`config.mk`:
```
export PLATFORM = sky130hd
export DESIGN_NAME = uart_msg_beacon
export DESIGN_NICKNAME = d
export VERILOG_FILES = /design/src/rtl/uart_beacon_pkg.sv /design/src/rtl/uart_tx_core.sv /design/src/rtl/uart_msg_beacon.sv
export SDC_FILE = /design/constraint.sdc
export NUM_CORES = 1
export LEC_CHECK = 0
export BUFFER_PORTS_ARGS = -buffer_cell sky130_fd_sc_hd__buf_2
export CELL_PAD_IN_SITES_DETAIL_PLACEMENT = 0
export CELL_PAD_IN_SITES_GLOBAL_PLACEMENT = 2
export CORE_ASPECT_RATIO = 0.9
export CORE_MARGIN = 8
export CORE_UTILIZATION = 44
export DETAILED_ROUTE_END_ITERATION = 7
export PLACE_DENSITY_LB_ADDON = 0.1
export SLEW_MARGIN = 20
export SYNTH_ARGS = -nofsm -noshare
export SYNTH_HDL_FRONTEND = slang
export SYNTH_SLANG_ARGS = --single-unit
```
`constraint.sdc`:
```
create_clock -name clk_50M -period 3.15 [get_ports clk_50M]
set_clock_uncertainty 0.05 [all_clocks]
set_input_delay 0.315 -clock clk_50M [delete_from_list [all_inputs] [get_ports clk_50M]]
set_output_delay 0.315 -clock clk_50M [all_outputs]
set_load 0.05 [all_outputs]
```
`src/rtl/uart_beacon_pkg.sv`:
```
// rtl/uart_beacon_pkg.sv - shared constants for the UART message beacon
//
// Contents:
//   DEFAULT_CLKS_PER_BIT : bit period in clock cycles (115200 baud at 50 MHz)
//   DATA_BITS            : payload bits per UART frame
//   START_BIT / STOP_BIT / IDLE_LEVEL : serial line levels
//   ST_* / tx_state_t    : serializer state encoding
//   even_parity()        : parity bit that makes the total count of ones even
//
// Configuration macro: UART_BEACON_PARITY_EN (the ST_PARITY state is reachable only
// when it is defined).

package uart_beacon_pkg;

    localparam int DEFAULT_CLKS_PER_BIT = 434;
    localparam int DATA_BITS            = 8;

    localparam logic START_BIT  = 1'b0;
    localparam logic STOP_BIT   = 1'b1;
    localparam logic IDLE_LEVEL = 1'b1;

    typedef logic [2:0] tx_state_t;

    localparam logic [2:0] ST_IDLE   = 3'd0;
    localparam logic [2:0] ST_START  = 3'd1;
    localparam logic [2:0] ST_DATA   = 3'd2;
    localparam logic [2:0] ST_PARITY = 3'd3;
    localparam logic [2:0] ST_STOP   = 3'd4;

    function automatic logic even_parity(input logic [DATA_BITS-1:0] d);
        return ^d;
    endfunction

endpackage

```
`src/rtl/uart_tx_core.sv`:
```
// rtl/uart_tx_core.sv - UART byte serializer with back-to-back load handshake
//
// Ports:
//   clk    in   clock, rising edge
//   rst_n  in   asynchronous active-low reset
//   load   in   take data and start a frame (honoured only while ready=1)
//   data   in   8-bit byte to send
//   ready  out  core is idle, or is in the final cycle of a stop bit
//   busy   out  a frame is on the line (start bit through stop bit)
//   tx     out  serial line, idle high
//
// Configuration macro: UART_BEACON_PARITY_EN adds an even-parity bit after the data bits.

import uart_beacon_pkg::*;

module uart_tx_core #(
    parameter int CLKS_PER_BIT = DEFAULT_CLKS_PER_BIT
) (
    input  logic       clk,
    input  logic       rst_n,
    input  logic       load,
    input  logic [7:0] data,
    output logic       ready,
    output logic       busy,
    output logic       tx
);

    localparam int CW = (CLKS_PER_BIT > 1) ? $clog2(CLKS_PER_BIT) : 1;
    localparam logic [CW-1:0] BIT_LAST = CW'(CLKS_PER_BIT - 1);

    tx_state_t     state;
    logic [CW-1:0] timer;
    logic [2:0]    bit_idx;
    logic [7:0]    shreg;
    logic          bit_end;

`ifdef UART_BEACON_PARITY_EN
    logic parity_q;
`endif

    assign bit_end = (timer == BIT_LAST);

    // Ready in the last stop-bit cycle lets the next byte's start bit follow
    // with no idle gap.
    assign ready = (state == ST_IDLE) || ((state == ST_STOP) && bit_end);
    assign busy  = (state != ST_IDLE);

    always_ff @(posedge clk or negedge rst_n) begin
        if (!rst_n) begin
            state   <= ST_IDLE;
            timer   <= '0;
            bit_idx <= '0;
            shreg   <= '0;
            tx      <= IDLE_LEVEL;
`ifdef UART_BEACON_PARITY_EN
            parity_q <= 1'b0;
`endif
        end else begin
            if (state == ST_IDLE || bit_end) begin
                timer <= '0;
            end else begin
                timer <= timer + 1'b1;
            end

            case (state)
                ST_IDLE: begin
                    tx <= IDLE_LEVEL;
                    if (load) begin
                        state   <= ST_START;
                        shreg   <= data;
                        bit_idx <= '0;
                        tx      <= START_BIT;
`ifdef UART_BEACON_PARITY_EN
                        parity_q <= even_parity(data);
`endif
                    end
                end
                ST_START: begin
                    if (bit_end) begin
                        state   <= ST_DATA;
                        bit_idx <= '0;
                        tx      <= shreg[0];
                        shreg   <= {1'b0, shreg[7:1]};
                    end
                end
                ST_DATA: begin
                    if (bit_end) begin
                        if (bit_idx == 3'd7) begin
`ifdef UART_BEACON_PARITY_EN
                            state <= ST_PARITY;
                            tx    <= parity_q;
`else
                            state <= ST_STOP;
                            tx    <= STOP_BIT;
`endif
                        end else begin
                            bit_idx <= bit_idx + 3'd1;
                            tx      <= shreg[0];
                            shreg   <= {1'b0, shreg[7:1]};
                        end
                    end
                end
`ifdef UART_BEACON_PARITY_EN
                ST_PARITY: begin
                    if (bit_end) begin
                        state <= ST_STOP;
                        tx    <= STOP_BIT;
                    end
                end
`endif
                ST_STOP: begin
                    if (bit_end) begin
                        if (load) begin
                            state   <= ST_START;
                            shreg   <= data;
                            bit_idx <= '0;
                            tx      <= START_BIT;
`ifdef UART_BEACON_PARITY_EN
                            parity_q <= even_parity(data);
`endif
                        end else begin
                            state <= ST_IDLE;
                            tx    <= IDLE_LEVEL;
                        end
                    end
                end
                default: begin
                    state <= ST_IDLE;
                    tx    <= IDLE_LEVEL;
                end
            endcase
        end
    end

endmodule

```
`src/rtl/uart_msg_beacon.sv`:
```
// rtl/uart_msg_beacon.sv - sends a stored message over UART on trigger or periodically
//
// Ports:
//   clk_50M  in   sole clock, rising edge
//   rst_n    in   asynchronous active-low reset (clears message storage too)
//   wr_en    in   message byte write strobe
//   wr_addr  in   [AW-1:0] message byte index
//   wr_data  in   [7:0] message byte value
//   msg_len  in   [AW:0] bytes to send, clamped to MSG_DEPTH at acceptance
//   auto_en  in   enables periodic transmission every PERIOD_CYCLES
//   trig     in   single-cycle manual start request
//   busy     out  high from first start bit through last stop bit
//   done     out  one-cycle pulse after the last stop bit
//   tx       out  UART serial line, idle high
//
// Configuration macro: UART_BEACON_PARITY_EN (passed through to uart_tx_core).

import uart_beacon_pkg::*;

module uart_msg_beacon #(
    parameter  int CLKS_PER_BIT  = DEFAULT_CLKS_PER_BIT,
    parameter  int MSG_DEPTH     = 16,
    parameter  int PERIOD_CYCLES = 50_000_000,
    localparam int AW            = $clog2(MSG_DEPTH)
) (
    input  logic          clk_50M,
    input  logic          rst_n,
    input  logic          wr_en,
    input  logic [AW-1:0] wr_addr,
    input  logic [7:0]    wr_data,
    input  logic [AW:0]   msg_len,
    input  logic          auto_en,
    input  logic          trig,
    output logic          busy,
    output logic          done,
    output logic          tx
);

    localparam int PW = (PERIOD_CYCLES > 1) ? $clog2(PERIOD_CYCLES) : 1;
    localparam logic [PW-1:0] PERIOD_LAST = PW'(PERIOD_CYCLES - 1);
    localparam logic [AW:0]   LEN_MAX     = (AW + 1)'(MSG_DEPTH);

    logic [7:0]    mem [MSG_DEPTH];
    logic [PW-1:0] period_cnt;

    logic          active;
    logic [AW:0]   len_q;
    logic [AW:0]   next_idx;

    logic [AW:0]   eff_len;
    logic          start_req;
    logic          accept;
    logic          more;
    logic          finish;
    logic          core_load;
    logic          core_ready;
    logic [AW-1:0] rd_idx;
    logic [7:0]    rd_byte;

    assign eff_len   = (msg_len > LEN_MAX) ? LEN_MAX : msg_len;
    assign start_req = trig || (auto_en && (period_cnt == PERIOD_LAST));

    // Requests outside idle or with zero length are dropped, never queued.
    assign accept    = !active && start_req && (eff_len != '0);
    assign more      = active && core_ready && (next_idx != len_q);
    assign finish    = active && core_ready && (next_idx == len_q);
    assign core_load = accept || more;

    // The byte is fetched at the moment the core takes it, so late writes to
    // unsent bytes are picked up.
    assign rd_idx  = accept ? '0 : next_idx[AW-1:0];
    assign rd_byte = mem[rd_idx];

    always_ff @(posedge clk_50M or negedge rst_n) begin
        if (!rst_n) begin
            for (int i = 0; i < MSG_DEPTH; i++) begin
                mem[i] <= 8'h00;
            end
        end else if (wr_en) begin
            mem[wr_addr] <= wr_data;
        end
    end

    always_ff @(posedge clk_50M or negedge rst_n) begin
        if (!rst_n) begin
            period_cnt <= '0;
        end else if (!auto_en || (period_cnt == PERIOD_LAST)) begin
            period_cnt <= '0;
        end else begin
            period_cnt <= period_cnt + 1'b1;
        end
    end

    always_ff @(posedge clk_50M or negedge rst_n) begin
        if (!rst_n) begin
            active   <= 1'b0;
            len_q    <= '0;
            next_idx <= '0;
            done     <= 1'b0;
        end else begin
            done <= finish;
            if (accept) begin
                active   <= 1'b1;
                len_q    <= eff_len;
                next_idx <= (AW + 1)'(1);
            end else if (more) begin
                next_idx <= next_idx + 1'b1;
            end else if (finish) begin
                active <= 1'b0;
            end
        end
    end

    uart_tx_core #(
        .CLKS_PER_BIT (CLKS_PER_BIT)
    ) u_tx_core (
        .clk   (clk_50M),
        .rst_n (rst_n),
        .load  (core_load),
        .data  (rd_byte),
        .ready (core_ready),
        .busy  (busy),
        .tx    (tx)
    );

endmodule

```
## Word level (Yosys, flattened, before mapping)

Cells that the tools add are included.

- Flip-flop bits (word level): 190
- Output and inout bits: 3
- Logic and storage cells: 116

- Muxes and demuxes: 40
- Reductions and logical operators: 25
- Magnitude comparators: 4
- Bitwise operators: 2
- Add/sub/neg operators: 4
- Equality and inequality tests: 15

Operators by type and width:

| cell | number |
|---|---|
| $bwmux W128 | 1 |
| $mux W8 | 8 |
| $bmux W8 S4 | 1 |
| $demux W8 S4 | 1 |
| $pmux W8 S4 | 1 |
| $mux W3 | 10 |
| $add A26 B1 Y26 const B | 1 |
| $eq A26 B26 Y1 const B | 1 |
| $mux W26 | 1 |
| $pmux W3 S4 | 2 |
| $mux W5 | 3 |
| $ge A5 B5 Y1 const B | 2 |
| $not A4 Y5 | 2 |
| $reduce_and A5 Y1 | 2 |
| $add A9 B1 Y9 const B | 1 |
| $eq A9 B9 Y1 const B | 1 |
| $mux W1 | 9 |
| $mux W9 | 1 |
| $logic_and A1 B1 Y1 | 8 |
| $ne A2 B1 Y1 const B | 4 |
| $eq A3 B3 Y1 const B | 2 |
| $ne A2 B2 Y1 const B | 3 |
| $add A5 B1 Y5 const B | 1 |
| $eq A5 B5 Y1 | 1 |
| other kinds (17) | 23 |

## Depth between registers and ports, before layout

- Word-level depth: 13
- Gate-level depth with buffers: 10
- Gate-level depth less buffers: 9

## Hierarchy

Synthesis repeated with hierarchy kept, for this count alone.

- Cells, all modules: 750
- Area total of the unflattened synthesis: 9305.2 sq um

Modules (own cells, without submodules):

| module | sequential area each (sq um) | cells an instance | instances | area an instance (sq um) |
|---|---|---|---|---|
| uart_msg_beacon | 4154.0 | 637 | 1 | 8016.4 |
| uart_tx_core | 601.8 | 113 | 1 | 1288.7 |

## Worst setup path before layout

Ideal clock, no wire load.

- Path kind: register to register
- From: register u_tx_core.state[1]
- To: register u_tx_core.shreg[7]
- Required time: 2.978 ns
- Setup time: 0.122 ns
- Arrival time: 2.173 ns
- Slack: 0.806 ns
- Period minus slack after synthesis: 2.344 ns
- Path buffers: 2
- Cell stages (with the launch flop): 9
- Cell sequence: dfrtp_1 > clkbuf_1 > or3_1 > o41ai_4 > nand3_2 > o22ai_4 > a31oi_4 > buf_6 > a32o_1

- Word-level cells in the longest chain between the ends: 9
- Elaborated cells between the ends (all ways): 18
- Classes of those cells: eq/ne (7); mux (3); reduce/logical (8)

RTL lines:

| element | RTL line | text |
|---|---|---|
| start: declaration | uart_tx_core.sv:31 | `tx_state_t state;` |
| start signal: assignment | uart_tx_core.sv:50 | `state <= ST_IDLE;` |
| start signal: assignment | uart_tx_core.sv:69 | `state <= ST_START;` |
| start signal: assignment | uart_tx_core.sv:80 | `state <= ST_DATA;` |
| $eq A3 B3 Y1 | uart_tx_core.sv:45, uart_tx_core.sv:65 |  |
| $logic_and A1 B1 Y1 | uart_tx_core.sv:45 | `assign ready = (state == ST_IDLE) \|\| ((state == ST_STOP) && bit_end);` |
| $logic_or A1 B1 Y1 | uart_tx_core.sv:45 |  |
| $logic_and A1 B1 Y1 (2 in series) | uart_msg_beacon.sv:65 | `assign more = active && core_ready && (next_idx != len_q);` |
| $logic_or A1 B1 Y1 | uart_msg_beacon.sv:67 | `assign core_load = accept \|\| more;` |
| $mux W8 (2 in series) | - |  |
| $pmux W8 S4 | uart_tx_core.sv:65 | `case (state)` |
| end signal: assignment | uart_tx_core.sv:70 | `shreg <= data;` |
| end signal: assignment | uart_tx_core.sv:83 | `shreg <= {1'b0, shreg[7:1]};` |
| end signal: assignment | uart_tx_core.sv:99 | `shreg <= {1'b0, shreg[7:1]};` |
| end: declaration | uart_tx_core.sv:34 | `logic [7:0] shreg;` |

Several ways; a longest one is shown, not always the timed one. The select of a mux whose other input is x is not followed.
A chain may end at the register's enable or synchronous reset.

## Worst setup path after layout

- From: register period_cnt[7]
- To: register u_tx_core.shreg[7]

- Word-level cells in the longest chain between the ends: 13
- Elaborated cells between the ends (all ways): 14
- Classes of those cells: eq/ne (1); mux (7); bitwise (1); reduce/logical (5)

RTL lines:

| element | RTL line | text |
|---|---|---|
| start: declaration | uart_msg_beacon.sv:44 | `logic [PW-1:0] period_cnt;` |
| start signal: assignment | uart_msg_beacon.sv:90 | `period_cnt <= period_cnt + 1'b1;` |
| $eq A26 B26 Y1 * | uart_msg_beacon.sv:61 | `assign start_req = trig \|\| (auto_en && (period_cnt == PERIOD_LAST));` |
| $logic_and A1 B1 Y1 * | uart_msg_beacon.sv:61 |  |
| $logic_or A1 B1 Y1 * | uart_msg_beacon.sv:61 |  |
| $logic_and A1 B1 Y1 * (2 in series) | uart_msg_beacon.sv:64 | `assign accept = !active && start_req && (eff_len != '0);` |
| $mux W4 | uart_msg_beacon.sv:71 | `assign rd_idx = accept ? '0 : next_idx[AW-1:0];` |
| $not A4 Y5 (not written as such) | uart_msg_beacon.sv:72 | `assign rd_byte = mem[rd_idx];` |
| $bmux W8 S4 | uart_msg_beacon.sv:72 |  |
| $mux W8 (not written as such) (2 in series) | uart_msg_beacon.sv:72 |  |
| $mux W8 * | uart_tx_core.sv:68, uart_tx_core.sv:113 |  |
| $mux W8 | uart_tx_core.sv:112 | `if (bit_end) begin` |
| $pmux W8 S4 * | uart_tx_core.sv:65 |  |
| end signal: assignment | uart_tx_core.sv:70 |  |
| end signal: assignment | uart_tx_core.sv:83 |  |
| end signal: assignment | uart_tx_core.sv:115 | `shreg <= data;` |

Mark *: on every way between the ends. The rest lies on a longest branch, timed or not. The select of a mux whose other input is x is not followed.

==> impl_results.md <==
* Filler cell count in the final layout at 1937
* Area of the core at 21440 µm²
* CP max stage cell: dfrtp_1
* Cells after synthesis at 796
* CTS tree: done
* Critical Path AT at 3130 ps
* Area growth, synth to finish at 10.69%
* Clock sink count at 190
* Root Driver: clkbuf_16
* Clock Power Share at 36.9%
* Cell taking the most area after synthesis: dfrtp_1
* Detailed Routing Iterations Pass 1 at 5
* PnR worst setup slack at 346.1 ps
* Pwr per Cell Area at 564.2 nW/µm²
* Post-DRT Antenna Nets at 0
* Mapped Area at 9495 µm²
* Share of cells above drive strength 1 at 31.05%
* Most common flop cell mapped by yosys: dfrtp_1
* Average wire per standard cell at 21.07 µm
* DRT Wirelength at 23640 µm
* Total GRT Usage at 18.75%
* Pre-CTS WS at 392.5 ps
* Least-Margin Pin Slew at 883.2 ps
* Final setup vio count at 0
* Fin area at 10510 µm²
* Combinational fraction of design power at 12.0%
* Worst-path cell chain: nor4bb_1 > nand4bb_1 > o21a_1 > nor2_4 > nor3b_1 > o41ai_1 > a32o_1
* RSZ-0062 raised after global routing: false
* Die Span Y at 155.4 µm
* WP data required at 3470 ps
* Setup TNS at 0 ps
* Startpoint types: register
* Setup Fix Bufs, Post-CTS at 0
* Vias at 6288
* Final Total Pwr at 0.005930 W
* Top cells by count, synth: dfrtp_1 (189), mux2_2 (132), nor2_1 (85), nand2_1 (50), a21oi_1 (28)
* Maximum vdd ir drop at 0.2914 mV
* Yosys warnings at 0
* #FFs+latches synth at 190
* CTS max path bufs at 2
* Sequential cell area fraction in the yosys report at 50.09%
* Status: finished clean
* CP max FO at 17
* Syn Nets at 824
* I/O Pins at 25
* First-pass GRT wire length at 38160 µm
* Leak at 4.412 nW
* Post-DP Area at 9907 µm²
* Switching share of power at 26.20%
* Hold crit path type: input port to register
* Dominant cells by area after synthesis: dfrtp_1 (50%), mux2_2 (16%), nor2_1 (3.4%)
* Final hold violations at 0
* Mean area per synthesized cell at 11.93 µm²
* Antenna violations before repair at 0
* Sequential share of power at 51.1%
* Share of Yosys cell area claimed by the top area cell type at 49.81%
* H-tree depth at 4
* DIE AREA at 26540 µm²
* Die Wd at 170.9 µm
* Fmax at 356.7 MHz
* Cell row count at 51
* Crit-path max cell delay at 460 ps
* Initial DRC count at 425
* PortBufs at 24
* Clk_lat worst skew at 440 ps
* Multi-input logic area at 4444 µm²
* Final HPWL DP at 16400 µm
* Slew headroom at 40.90%
* Critical path class: register to register
* Vias in the first global route at 6532
* Asr flop ratio synth at 100.0%
* Gr ovfl total at 0
* CP Buf/Inv Count at 0
* Final min period at 2804 ps
* Max-cap viol count at 0
* Most instantiated library cell after synthesis: dfrtp_1
* GPL Wtd Cong at 0.8540
* Worst Setup End Kind: register
* Max-slew violation count at 0
* Netlist cell types at 81
* Clk slew on worst S/H paths at 80 ps
* Mean number of vias per cell at 5.604
* Nets@finish at 846
* Initial Util at 44.29%
* DRC errors left at 0
* Largest net degree at the start of global routing at 89
* Num CTS Buffers at 17
* Antenna fix cells at 0
* Crit share post-route at 89.01%
* EDFF count, synth at 0
* Cell family with most CP delay: simple AND/OR/NAND/NOR gates
* Internal Power at 0.004377 W
* Register area at 4757 µm²
* Switch Pwr at 0.001553 W
[sequential cells by signal, indices dropped and copies added, names as in the netlist]
name               flops
period_cnt            26
done                   1
u_tx_core.bit_idx      3
len_q                  5
mem                  128
next_idx               5
u_tx_core.shreg        8
active                 1
u_tx_core.tx           1
u_tx_core.timer        9
u_tx_core.state        3
[final cells by class]
type	count	area share, %
Clock buffer	17	4.048
Multi-Input combinational cell	554	42.29
Clock inverter	15	1.595
Sequential cell	190	45.26
Inverter	10	0.3571
Timing Repair Buffer	45	2.988
Tap cell	291	3.464
[repair_timing]
item                                   in CTS  in global routing
endpoints found under the hold margin      86                  0
gates resized for setup                     0                  0
hold buffers                                1                  0
[worst min-delay path, stage by stage]
cell     delay, ps
buf_2           90
nand3_1         60
nand2_1         60
[placed cells by master (no fill, tap or decap), types with 7 or more instances in the layout]
cell type and instances:
mux2_2 132, clkbuf_16 17, xnor2_1 18, buf_4 18, nand4_1 9, inv_1 10
nor2_1 85, nand2_1 50, nand3_1 21, mux4_2 12, xor2_1 22, dfrtp_1 188
o21ai_0 19, and3_1 7, mux2i_1 15, a21oi_1 28, buf_2 23
[power by group through the flow]
| stage | Combinational [W] | Clock [W] | Sequential (W) |
|---|---|---|---|
| floorplan | 0.000522 | 0 | 0.00300 |
| global placement | 0.000692 | 0 | 0.00305 |
| detailed placement | 0.000720 | 0 | 0.00307 |
| CTS | 0.000725 | 0.00224 | 0.00303 |
| global route | 0.000781 | 0.00234 | 0.00308 |
| finish | 0.000714 | 0.00219 | 0.00303 |
[cell families (layout without fill, tap and decap cells)]
logic type | Yosys count | after routing | share of synthesized area [%]
xor gates and xnor gates | 40 | 40 | 3.689
DFF | 190 | 190 | 50.09
and+or+nand+nor | 235 | 235 | 12.62
buffers and inverters | 52 | 87 | 3.110
AOI/OAI and AO/OA | 114 | 114 | 9.619
adders and majority gates | 6 | 6 | 0.7906
muxes | 159 | 159 | 20.08
[through the flow]
step,util [%],cells,hold slack (ps)
after CTS,49.02,1122,38.87
after global routing,49.02,1122,76.92
after detailed placement,46.21,1089,380.6
final,49.02,1122,57.42
after floorplan,-,796,-30.59
after global placement,46.21,1089,365.6
[final timing paths]
check	start	end	slack [ps]	depth (start not counted)
worst max-delay path	period_cnt[7]	u_tx_core.shreg[7]	350	7
worst min-delay path	msg_len[0]	len_q[0]	60	3
worst max register to register	period_cnt[7]	u_tx_core.shreg[7]	350	7
worst min register to register	period_cnt[0]	period_cnt[0]	430	1
max in group asynchronous	rst_n	mem[99]	1760	3
min in group asynchronous	rst_n	u_tx_core.timer[4]	450	2
[metal layers]
metal | track usage (%) | wire [µm]
met1 | 27.13 | 11840
met2 | 28.56 | 10730
met3 | 3.394 | 827
met4 | 4.841 | 242
met5 | 0 | 0
Note: power is estimated with default switching activity, not from simulation.
